<file path="src/rtl/bcd_seq_conv_if.sv">
// Request/result bundle for the sequential binary-to-BCD converter.
// The calculator side is the master; the converter is the slave.
interface bcd_seq_conv_if #(
    parameter int DATA_W = 10
);
    logic              start;
    logic [DATA_W-1:0] data;
    logic              signed_en;
    logic              err_in;
    logic              busy;
    logic              done;
    logic [15:0]       bcd;
    logic              neg;
    logic              err_out;

    modport master (
        output start, data, signed_en, err_in,
        input  busy, done, bcd, neg, err_out
    );

    modport slave (
        input  start, data, signed_en, err_in,
        output busy, done, bcd, neg, err_out
    );
endinterface

</file>
<file path="src/rtl/bcd_seq_conv.sv">
// Sequential double-dabble converter: a 10-bit (optionally signed) value
// becomes four BCD digits plus sign, one shift per clock.
module bcd_seq_conv (
    input  logic           clk,
    input  logic           rst_n,
    bcd_seq_conv_if.slave  bus
);
    localparam int DATA_W = 10;
    localparam int DIG_W  = 16;

    typedef enum logic [1:0] {
        IDLE  = 2'd0,
        SHIFT = 2'd1,
        DONE  = 2'd2
    } state_t;

    state_t              state;
    logic                busy_r;
    logic                done_r;
    logic [DIG_W-1:0]    bcd_r;
    logic                neg_r;
    logic                err_r;
    logic [3:0]          cnt_r;
    logic [DIG_W-1:0]    digits_r;
    logic [DATA_W-1:0]   mag_r;
    logic                sign_r;

    logic [DIG_W-1:0]        digits_adj;
    logic [DIG_W+DATA_W-1:0] shift_nx;
    logic [DIG_W-1:0]        digits_nx;
    logic [DATA_W-1:0]       mag_nx;

    // Negation is done one bit wider so the most negative input maps to
    // its true magnitude (10'h200 -> 512) before narrowing back.
    function automatic logic [DATA_W-1:0] to_magnitude(
        input logic [DATA_W-1:0] d,
        input logic              s_en
    );
        logic signed [DATA_W:0] sx;
        sx = signed'({d[DATA_W-1], d});
        if (s_en && d[DATA_W-1])
            return DATA_W'(-sx);
        return d;
    endfunction

    function automatic logic is_negative(
        input logic [DATA_W-1:0] d,
        input logic              s_en
    );
        return s_en & d[DATA_W-1];
    endfunction

    function automatic logic [DIG_W-1:0] dabble_adjust(input logic [DIG_W-1:0] d);
        logic [DIG_W-1:0] r;
        r = d;
        for (int i = 0; i < DIG_W / 4; i++) begin
            if (r[4*i +: 4] >= 4'd5)
                r[4*i +: 4] = r[4*i +: 4] + 4'd3;
        end
        return r;
    endfunction

    assign digits_adj = dabble_adjust(digits_r);
    assign shift_nx   = {digits_adj, mag_r} << 1;
    assign digits_nx  = shift_nx[DIG_W+DATA_W-1:DATA_W];
    assign mag_nx     = shift_nx[DATA_W-1:0];

    always_ff @(posedge clk or negedge rst_n) begin
        if (!rst_n) begin
            state    <= IDLE;
            busy_r   <= 1'b0;
            done_r   <= 1'b0;
            bcd_r    <= '0;
            neg_r    <= 1'b0;
            err_r    <= 1'b0;
            cnt_r    <= '0;
            digits_r <= '0;
            mag_r    <= '0;
            sign_r   <= 1'b0;
        end else begin
            case (state)
                IDLE: begin
                    done_r <= 1'b0;
                    if (bus.start) begin
                        busy_r <= 1'b1;
                        if (bus.err_in) begin
                            // Error bypasses conversion and reports immediately.
                            state  <= DONE;
                            done_r <= 1'b1;
                            bcd_r  <= '0;
                            neg_r  <= 1'b0;
                            err_r  <= 1'b1;
                        end else begin
                            state    <= SHIFT;
                            mag_r    <= to_magnitude(bus.data, bus.signed_en);
                            sign_r   <= is_negative(bus.data, bus.signed_en);
                            cnt_r    <= '0;
                            digits_r <= '0;
                        end
                    end
                end
                SHIFT: begin
                    digits_r <= digits_nx;
                    mag_r    <= mag_nx;
                    cnt_r    <= cnt_r + 4'd1;
                    if (cnt_r == 4'(DATA_W - 1)) begin
                        state  <= DONE;
                        done_r <= 1'b1;
                        bcd_r  <= digits_nx;
                        neg_r  <= sign_r && (digits_nx != '0);
                        err_r  <= 1'b0;
                    end
                end
                DONE: begin
                    state  <= IDLE;
                    busy_r <= 1'b0;
                    done_r <= 1'b0;
                end
                default: begin
                    state  <= IDLE;
                    busy_r <= 1'b0;
                    done_r <= 1'b0;
                end
            endcase
        end
    end

    assign bus.busy    = busy_r;
    assign bus.done    = done_r;
    assign bus.bcd     = bcd_r;
    assign bus.neg     = neg_r;
    assign bus.err_out = err_r;

endmodule

</file>
<file path="src/flat_wrapper.sv">
// flat-port wrapper written by rule: the top's interface ports become plain ports
module bcd_seq_conv_flat 
  (clk, rst_n, bus_start, bus_data, bus_signed_en, bus_err_in, bus_busy, bus_done, bus_bcd, bus_neg, bus_err_out);
  bcd_seq_conv_if bus_i ();
  input  logic clk;
  input  logic rst_n;
  input wire logic [$bits(bus_i.start)-1:0] bus_start;
  input wire logic [$bits(bus_i.data)-1:0] bus_data;
  input wire logic [$bits(bus_i.signed_en)-1:0] bus_signed_en;
  input wire logic [$bits(bus_i.err_in)-1:0] bus_err_in;
  output wire logic [$bits(bus_i.busy)-1:0] bus_busy;
  output wire logic [$bits(bus_i.done)-1:0] bus_done;
  output wire logic [$bits(bus_i.bcd)-1:0] bus_bcd;
  output wire logic [$bits(bus_i.neg)-1:0] bus_neg;
  output wire logic [$bits(bus_i.err_out)-1:0] bus_err_out;
  assign bus_i.start = bus_start;
  assign bus_i.data = bus_data;
  assign bus_i.signed_en = bus_signed_en;
  assign bus_i.err_in = bus_err_in;
  assign bus_busy = bus_i.busy;
  assign bus_done = bus_i.done;
  assign bus_bcd = bus_i.bcd;
  assign bus_neg = bus_i.neg;
  assign bus_err_out = bus_i.err_out;
  bcd_seq_conv u_core (.clk(clk), .rst_n(rst_n), .bus(bus_i));
endmodule
</file>
<file path="config.mk">
export PLATFORM = sky130hd
export DESIGN_NAME = bcd_seq_conv_flat
export DESIGN_NICKNAME = d
export VERILOG_FILES = /design/src/rtl/bcd_seq_conv_if.sv /design/src/rtl/bcd_seq_conv.sv /design/src/flat_wrapper.sv
export SDC_FILE = /design/constraint.sdc
export NUM_CORES = 1
export LEC_CHECK = 0
export ABC_AREA = 1
export BUFFER_PORTS_ARGS = -buffer_cell sky130_fd_sc_hd__buf_2
export CAP_MARGIN = 20
export CORE_MARGIN = 8
export CORE_UTILIZATION = 52
export CTS_CLUSTER_SIZE = 16
export DETAILED_ROUTE_END_ITERATION = 7
export PLACE_DENSITY = 0.84
export SLEW_MARGIN = 10
export SYNTH_ARGS = -nofsm -noshare
export SYNTH_HDL_FRONTEND = slang
export SYNTH_SLANG_ARGS = --single-unit
</file>
<file path="constraint.sdc">
create_clock -name clk -period 1.7 [get_ports clk]
set_clock_uncertainty 0.1 [all_clocks]
set_input_delay 0.17 -clock clk [delete_from_list [all_inputs] [get_ports clk]]
set_output_delay 0.17 -clock clk [all_outputs]
set_load 0.05 [all_outputs]
</file>
Word-level counts from Yosys, hierarchy flattened
Index checks and enable logic that the tools add are counted.
Operators by class
  add/sub/neg operators: 6
  $mul: 0
  div/mod/pow operators: 0
  magnitude comparators: 4
  equal/unequal tests: 6
  shifts and indexed selects: 0
  mux-type cells: 41
  bitwise operators: 3
  reductions and logical operators: 10
Operator list (count)
  16-bit 2-to-1 mux: 5
  16-bit one-hot mux with 2 select lines: 2
  10-bit 2-to-1 mux: 4
  4-bit 2-to-1 mux: 5
  10-bit one-hot mux with 2 select lines: 1
  4-bit by 3-bit greater-or-equal comparator with 1-bit output (second input constant): 4
  16-bit nonzero test: 1
  1-bit 2-to-1 mux: 14
  4-bit by 2-bit adder with 4-bit output (second input constant): 3
  10-bit negator: 1
  1-bit one-hot mux with 2 select lines: 4
  4-bit one-hot mux with 2 select lines: 1
  2-bit 2-to-1 mux: 3
  2-bit != test (second input constant): 3
  3-bit AND reduction: 2
  4-bit by 1-bit adder with 4-bit output (second input constant): 1
  4-bit equality test (second input constant): 1
  2-bit one-hot mux with 2 select lines: 1
  2-bit AND reduction: 2
  4-bit AND reduction: 1
  3-bit by 2-bit adder with 3-bit output (second input constant): 1
  3-bit 2-to-1 mux: 1
  2-bit by 1-bit equality test with 1-bit output (second input constant): 1
  1-bit logical AND: 2
  5 further kinds: 6
Storage, ports and cells
  register bits: 53
  bits in latches: 0
  memory bits (writable): 0
  memory bits (read-only): 0
  input port bits: 15
  output and inout port bits: 20
  word-level logic and storage cells: 80
  memories kept: 0

Logic depth before layout (Yosys ltp)
Gate-level depths: netlist (run 1).
  depth after elaboration: 9
  mapped depth: 13
  depth with buffers taken out: 13

Least setup slack after synthesis (run 1)
Ideal clock, no wire load.
  path kind: register to register
  start point: reg u_core.cnt_r[1]
  end point: reg u_core.bcd_r[0], in the netlist u_core.bus.bcd[0]
  library setup time: 125 ps
  arrival time: 1369 ps
  required time: 1475 ps
  path slack: 106 ps
  stages on the path, launching flop included: 11
  path buffers: 2
  clock period less this slack: 1594 ps
  cells stage by stage: dfrtp_1 > inv_1 > ha_1 > nand2_1 > nand2_1 > nand2_1 > or2_1 > buf_4 > buf_6 > nand2_1 > o31ai_1
On the way
  word-level cells in the longest chain between the ends: 3
Ends and longest elaborated chain
  start, declared: line bcd_seq_conv.sv:23  | logic [3:0] cnt_r;
  start signal, assigned: line bcd_seq_conv.sv:105  | cnt_r <= cnt_r + 4'd1;
  4-bit equality test: line bcd_seq_conv.sv:106  | if (cnt_r == 4'(DATA_W - 1)) begin
  2-bit by 1-bit != test with 1-bit output (no source line)
  4-bit AND reduction (no source line)
  end signal, assigned: line bcd_seq_conv.sv:109  | bcd_r <= digits_nx;
  end, declared: line bcd_seq_conv.sv:20  | logic [DIG_W-1:0] bcd_r;
No other way between the ends.
A chain may end at the register's enable or synchronous reset.

Worst setup path after layout (run 1)
  start point: reg u_core.digits_r[5]
  end point: reg u_core.neg_r, in the netlist u_core.bus.neg
On the way
  word-level cells in the longest chain between the ends: 6
Ends and longest elaborated chain
  start, declared: line bcd_seq_conv.sv:24  | logic [DIG_W-1:0] digits_r;
  start signal, assigned: line bcd_seq_conv.sv:103  | digits_r <= digits_nx;
  4-bit by 2-bit adder with 4-bit output or 4-bit by 3-bit greater-or-equal comparator with 1-bit output (tied branches): line bcd_seq_conv.sv:58, bcd_seq_conv.sv:57
  4-bit 2-to-1 mux (*): line bcd_seq_conv.sv:57  | if (r[4*i +: 4] >= 4'd5)
  16-bit nonzero test (*): line bcd_seq_conv.sv:110  | neg_r <= sign_r && (digits_nx != '0);
  1-bit logical AND (*): line bcd_seq_conv.sv:110
  1-bit 2-to-1 mux (*): line bcd_seq_conv.sv:106
  1-bit one-hot mux with 2 select lines (*): line bcd_seq_conv.sv:81  | case (state)
  end signal, assigned: line bcd_seq_conv.sv:110
  end, declared: line bcd_seq_conv.sv:21  | logic neg_r;
Every way passes the cells marked *; elsewhere a longest branch is shown, timed or not. The select of a mux whose other input is x is not followed.

==> results.md, run 1 <==
- Status: complete, no violations
- Post-DP HPWL: around 4.6 mm
- Area grow syn2layout: 24.9%
- Worst setup EP type: flip-flop
- Starting DRT DRC Count: approximately 130
- Synthesis warning total: 0
- Vias in the first global route: between 2000 and 2500
- Clock power share: ~11%
- Max clock buf depth: 2
- Ports: 35
- Sw Ratio: about half
- Pin count of the biggest net entering global routing: 32
- Final wirelength: slightly below 7 mm
- Int Power: ~3600 uW
- R2R cell count: 12
- Final min period: between 1500 and 2000 ps
- RePlAce Congestion: 0.873
- Post-DR wirelength/cell: about 14 um
- Register area: approximately 1300 um2
- Endpoint of the worst hold path: u_core.bus.busy
- Starting Density: 52.6%
- Cell Pwr Density: around 2000 nW/um2
- ANT nets after route: 0
- Final hold violation count: 0
- Fin worst setup slack: ~33 ps
- Power Total: ~7000 uW
- CP max FO: 4
- Mapped Cells: 358
- Fillers: ~440
- Reg-to-reg setup timing slack: approximately 33 ps
- Drt first pass iters: 7
- Hold Path Class: in2reg
- Initial antenna violation count: 0
- # rows: 27
- R2R Path End: u_core.bus.neg
- Slew @ Worst Pin: between 500 and 600 ps
- Hold_sp: bus_start
- Total Nets Final: 441
- Multi-input gate area: between 1000 and 1500 um2
- FF+latch count, synth: between 50 and 60
- Post-placement worst setup slack: -7.21 ps
- Leak: between 0.0015 and 0.002 uW
- Total Die Area: 8090 um2
- Die height: approximately 90 um
- Reg2Reg Launch Point: u_core.digits_r[5]
- Pins Over Slew Limit: 0
- Die X: between 80 and 90 um
- Core area: 5410 um2
- Sink Count: 53
- Post-route insts no fill: 488
- CTS tree: done
- Antenna cells: 0
- Fin util: 65.8%
- Comb pwr share: between 50% and 60%
- Distinct cell type count of the synthesized netlist: 27
- Cell Count Post-Placement: 471
- Vias/cell: 5.31
- Global-route wire length before repair: between 10 and 15 mm
- Clock Latency Late Sink: between 300 and 400 ps
- Ratio of final minimum period to clock period: between 90% and 100%
- Vias: 2593
- Rel. slew slack: a little over three fifths
- PortBufs: 34
- Synth Net Count: about 380
- Setup violators final: 0
- GR Util All Layers: between 10% and 20%
- Worst-path clk slew: ~100 ps
- Maximum clock frequency: between 600 and 700 MHz
- Layout cell share with drive strength beyond 1: about a third
- Total congestion overflow: 0
- Root buffer selected by CTS: clkbuf_8
- Reg power frac: 29.9%
- Synth Area per Inst: approximately 7.9 um2
- Max-cap violations: 0
- Required time of the critical path: roughly 1800 ps
- Mapped cell area: 2850 um2
- Peak supply drop: roughly 0.84 mV
- Sw power: roughly 3400 uW
- Critical Setup Path Class: reg2reg
- Num CTS Buffers: 5
- DRC violation count after routing: 0
- Htree depth: 2
- Post-synthesis sequential area ratio: a little under half
- WHS Path Cells: 3
- RSZ-0062 raised after global routing: yes
- Critical path startpoint category: flip-flop
- CP Data Arrival Time: ~1800 ps
==> worst max-delay path: stages (launching register included) <==
cell and delay, ps:
dfrtp_1 410, inv_2 80, ha_2 180, nand2_2 110, nand3_2 110, nand2_2 90
nand2_2 60, nor2_2 100, nand2_1 50, nor2_1 90, nand2_1 50, nand2_1 50
nand2_1 50
==> cell usage after synthesis <==
library cell  count  share of area, %
a21oi_1          10               1.8
clkbuf_1          1              0.13
nor3b_1           1              0.26
nor3_1            2              0.35
o21ai_1           1              0.18
xor2_1            2              0.62
a22oi_1           1              0.26
buf_6             3               1.2
or2_2             2              0.44
buf_1             2              0.26
o22ai_1           3              0.66
o21ai_2          15               4.6
nor2_4            1              0.40
o31ai_1           1              0.26
ha_1             11               4.8
buf_2             4              0.70
o211ai_1          4               1.1
nor2_1           23               3.0
or2_1             1              0.22
inv_1            41               5.4
nand4_1           9               2.0
nand3_1          20               3.5
o21ai_0          39               6.9
buf_4             1              0.26
nand2_1         105                14
inv_2             2              0.26
dfrtp_1          53                47
==> cells in the final DEF, fill, tap and decap left out, types with 2 or more instances in the layout <==
| cell type | n |
|---|---|
| buf_12 | 3 |
| o22ai_1 | 3 |
| nor2_1 | 19 |
| clkbuf_8 | 7 |
| o211ai_1 | 4 |
| ha_1 | 6 |
| dfrtp_1 | 52 |
| or2_2 | 2 |
| nor2_2 | 4 |
| inv_1 | 29 |
| buf_2 | 34 |
| nand4_1 | 9 |
| nand3_2 | 3 |
| o21ai_2 | 15 |
| inv_2 | 14 |
| buf_4 | 21 |
| nand3_1 | 16 |
| nand2_1 | 90 |
| nor3_1 | 2 |
| xor2_1 | 2 |
| nand2_4 | 4 |
| a21oi_1 | 10 |
| nand2_2 | 11 |
| ha_4 | 4 |
| o21ai_0 | 39 |
==> timing repair <==
| item | 4_1_cts | 5_1_grt |
|---|---|---|
| hold buffers | 1 | 0 |
| resized for setup | 2 | 51 |
| endpoints found under the hold margin | 22 | 0 |
| pin swaps | 0 | 22 |
| buffers inserted | 0 | 7 |
| cloned | 0 | 1 |
| endpoints found under the setup margin | 2 | 18 |
==> layer usage <==
metal	global-route usage [%]	vias up	part of all wire [%]
li1	-	1280	-
met1	17.3	1208	41
met2	28.1	82	51
met3	4.24	23	5.7
met4	6.10	0	2.7
met5	0	-	0
==> flip-flops by register name (all words and copies together), names as in the netlist <==
signal              count
u_core.state            2
u_core.bus.busy         1
u_core.bus.neg          1
u_core.bus.done         1
u_core.cnt_r            4
u_core.bus.bcd         16
u_core.sign_r           1
u_core.digits_r        16
u_core.mag_r           10
u_core.bus.err_out      1
==> cell type report <==
cell class                 count  area share, %
clock buffer                   7           2.71
multi-input combinational    251           40.5
timing repair buffer          61           12.2
tap                           72           2.53
clock inverter                 1          0.141
inverter                      43           4.54
sequential                    53           37.3
==> how the worst max path moves through the flow <==
stage | from | cells past startpoint | slack, ps | endpoint
3_5_place_dp | u_core.digits_r[5] | 13 | -7 | u_core.bus.neg
4_1_cts | u_core.digits_r[0] | 12 | 0.4 | u_core.bus.neg
2_1_floorplan | u_core.cnt_r[1] | 10 | 110 | u_core.bus.bcd[0]
6_report | u_core.digits_r[5] | 12 | 30 | u_core.bus.neg
3_3_place_gp | u_core.cnt_r[1] | 8 | 50 | u_core.bus.bcd[0]
5_1_grt | u_core.digits_r[9] | 13 | -80 | u_core.bus.neg
==> power by group through the flow <==
stage / Clock (uW) / Combinational [uW] / Sequential [uW]
6_report: 784 / 4130 / 2100
5_1_grt: 847 / 4540 / 2170
4_1_cts: 800 / 3620 / 2050
3_5_place_dp: 0 / 3580 / 2070
3_3_place_gp: 0 / 3480 / 2050
2_1_floorplan: 0 / 2020 / 2630
==> kinds of logic (layout without fill, tap and decap cells) <==
family          count (synthesis)  in the layout  share of synthesized area [%]
xor+xnor                        2              2                          0.616
fa+ha+maj                      11             11                           4.84
simple gates                  164            164                           24.1
buf+inv                        54            112                           8.22
compound gates                 74             74                           15.7
flops                          53             53                           46.6
==> stage by stage <==
stage,hold slack (ps),setup TNS (ps),cell area [um2]
floorplan,-226,0,2850
global placement,80.0,0,3210
detailed placement,88.5,-7.21,3210
CTS,16.1,0,3320
global route,49.1,-114,3550
finish,29.9,0,3550
Power figures use the tool's default switching activity.
==> run 2: changes to the inputs <==
- RECOVER_POWER: unset -> 100
==> results.md, run 2 (same netlist as run 1, synthesis figures left out) <==
- Vias/cell: 5.34 (+0.46%)
- Vias in the first global route: 2483 (unchanged)
- Most frequent cells in the layout: 90 x nand2_1, 53 x dfrtp_1, 39 x o21ai_0
- Area grow syn2layout: 22.6%
- Core area: 5410 um2 (unchanged)
- Post-DR wirelength/cell: 13.8 um (-0.16%)
- Leak: 0.00176 uW (-5.2%)
- Final hold violation count: 0 (unchanged)
- Final min period: 1650 ps (-21.4 ps)
- Hold Path Class: in2reg
- Max clock buf depth: 2 (unchanged)
- Placed Area: 3210 um2 (unchanged)
- Crit-path max cell delay: 420 ps (about the same)
- Die X: 90.0 um (unchanged)
- Root buffer selected by CTS: clkbuf_8
- Leading cell type in the layout, fill and taps excluded: nand2_1
- Max-cap violations: 0 (unchanged)
- CP Buf/Inv Count: 2 (+1)
- Cell Count Post-Placement: 471 (unchanged)
- Ratio of final minimum period to clock period: 96.8% (-1.3 points)
- Post-DP HPWL: 4.60 mm (unchanged)
- CP Cell Sequence: inv_2 -> ha_4 -> inv_2 -> nand2_4 -> nand3_2 -> nand2_1 -> nand2_2 -> nor2_2 -> nand2_1 -> nor2_1 -> nand2_1 -> nand2_1 -> nand2_1
- Critical path startpoint category: flip-flop
- WHS Path Cells: 3 (unchanged)
- R2R cell count: 13 (+1)
- CP top delay family: simple AND/OR/NAND/NOR gates
- Post-route insts no fill: 488 (unchanged)
- Slew @ Worst Pin: 610 ps (+52.7 ps)
- Pin count of the biggest net entering global routing: 32 (unchanged)
- Sw power: 3370 uW (-0.60%)
- Slowest CP cell: dfrtp_1
- Total congestion overflow: 0 (unchanged)
- PortBufs: 34 (unchanged)
- Starting DRT DRC Count: 130 (+1.6%)
- Total Die Area: 8090 um2 (unchanged)
- Reg power frac: 30.7% (+0.8 points)
- Cell Pwr Density: 1970 nW/um2 (-0.37%)
- Vias: 2605 (+0.46%)
- Post-placement worst setup slack: -7.21 ps (unchanged)
- Most common cell on crit path: nand2_1
- DRC violation count after routing: 0 (unchanged)
- Sink Count: 53 (unchanged)
- Required time of the critical path: 1800 ps (about the same)
- Status: complete, no violations
- Ports: 35 (unchanged)
- Hold Slack: 37.7 ps (+7.80 ps)
- Layout cell share with drive strength beyond 1: 26.0% (-5.5 points)
- Num CTS Buffers: 5 (unchanged)
- Fin worst setup slack: 54.9 ps (+21.4 ps)
- Die height: 90.0 um (unchanged)
- Initial antenna violation count: 0 (unchanged)
- Rel. slew slack: 59.5% (-3.3 points)
- Int Power: 3490 uW (-3.8%)
- Maximum clock frequency: 608 MHz (+1.3%)
- CP max FO: 5 (+1)
- Clock Latency Late Sink: 310 ps (about the same)
- Cell depth of the worst setup path: 13 (+1)
- Critical Setup Path Class: reg2reg
- Peak supply drop: 0.776 mV (-8.1%)
- Worst-path clk slew: 100 ps (about the same)
- CTS tree: done
- Antenna cells: 0 (unchanged)
- ANT nets after route: 0 (unchanged)
- CP Data Arrival Time: 1750 ps (-30 ps)
- Drt first pass iters: 4 (-3)
- Fin util: 64.5% (-1.2 points)
- RePlAce Congestion: 0.873 (unchanged)
- Total Nets Final: 441 (unchanged)
- Setup violators final: 0 (unchanged)
- Pins Over Slew Limit: 0 (unchanged)
- Global-route wire length before repair: 10.8 mm (unchanged)
- # rows: 27 (unchanged)
- Sw Ratio: 49.2% (+0.81 points)
- Starting Density: 52.6% (unchanged)
- Design Area, Final: 3490 um2 (-1.9%)
- Clock power share: 11.3% (about the same)
- RSZ-0062 raised after global routing: yes
- Htree depth: 2 (unchanged)
- GR Util All Layers: 15.7% (unchanged)
- Worst setup EP type: flip-flop
- Comb pwr share: 58.0% (-0.9 points)
- Final wirelength: 6.75 mm (-0.16%)
## run 2: cell type report
| cell class | count | area (um2) |
|---|---|---|
| clock buffer | 7 | 96.3 |
| clock inverter | 1 | 5.00 |
| fill | 455 | 1920 |
| inverter | 43 | 161 |
| multi-input combinational | 251 | 1440 |
| sequential | 53 | 1330 |
| tap | 72 | 90.1 |
| timing repair buffer | 61 | 373 |
## run 2: through the flow
step / power (uW) / TNS [ps]
floorplan: 4640 / 0
global placement: 5540 / 0
detailed placement: 5650 / -7.21
CTS: 6480 / 0
global route: 7410 / -139
finish: 6860 / 0
## run 2: tightest hold or removal path, delay by kind of cell
kind	cells	cell delay, ps
buffers and inverters	1	90
AOI/OAI and AO/OA	1	80
and+or+nand+nor	1	70
## run 2: layer usage
| layer | routed length [um] | global-route usage [%] | up-vias |
|---|---|---|---|
| met1 | 2760 | 17.3 | 1224 |
| met5 | 0 | 0 | - |
| met4 | 194 | 6.10 | 0 |
| met2 | 3420 | 28.1 | 81 |
| li1 | - | - | 1278 |
| met3 | 377 | 4.24 | 22 |
## run 2: worst paths after layout
path	start	end	slack [ps]
max	u_core.digits_r[13]	u_core.bus.neg	50
max in group asynchronous	rst_n	u_core.digits_r[3]	320
min in group asynchronous	rst_n	u_core.digits_r[12]	280
min	bus_start	u_core.bus.busy	40
max reg2reg	u_core.digits_r[13]	u_core.bus.neg	50
min reg2reg	u_core.mag_r[7]	u_core.mag_r[7]	380
## run 2: timing repair
item	in CTS	in global routing
setup endpoints to repair	2	18
pin swaps	0	22
cloned	0	1
gates resized for setup	2	51
hold buffers	1	0
endpoints found under the hold margin	22	0
setup buffers	0	7
## run 2: power by group through the flow
stage	logic [uW]	clock network, uW	registers (uW)
2_1_floorplan	2020	0	2630
3_3_place_gp	3480	0	2050
3_5_place_dp	3580	0	2070
4_1_cts	3620	800	2050
5_1_grt	4390	847	2170
6_report	3980	773	2110
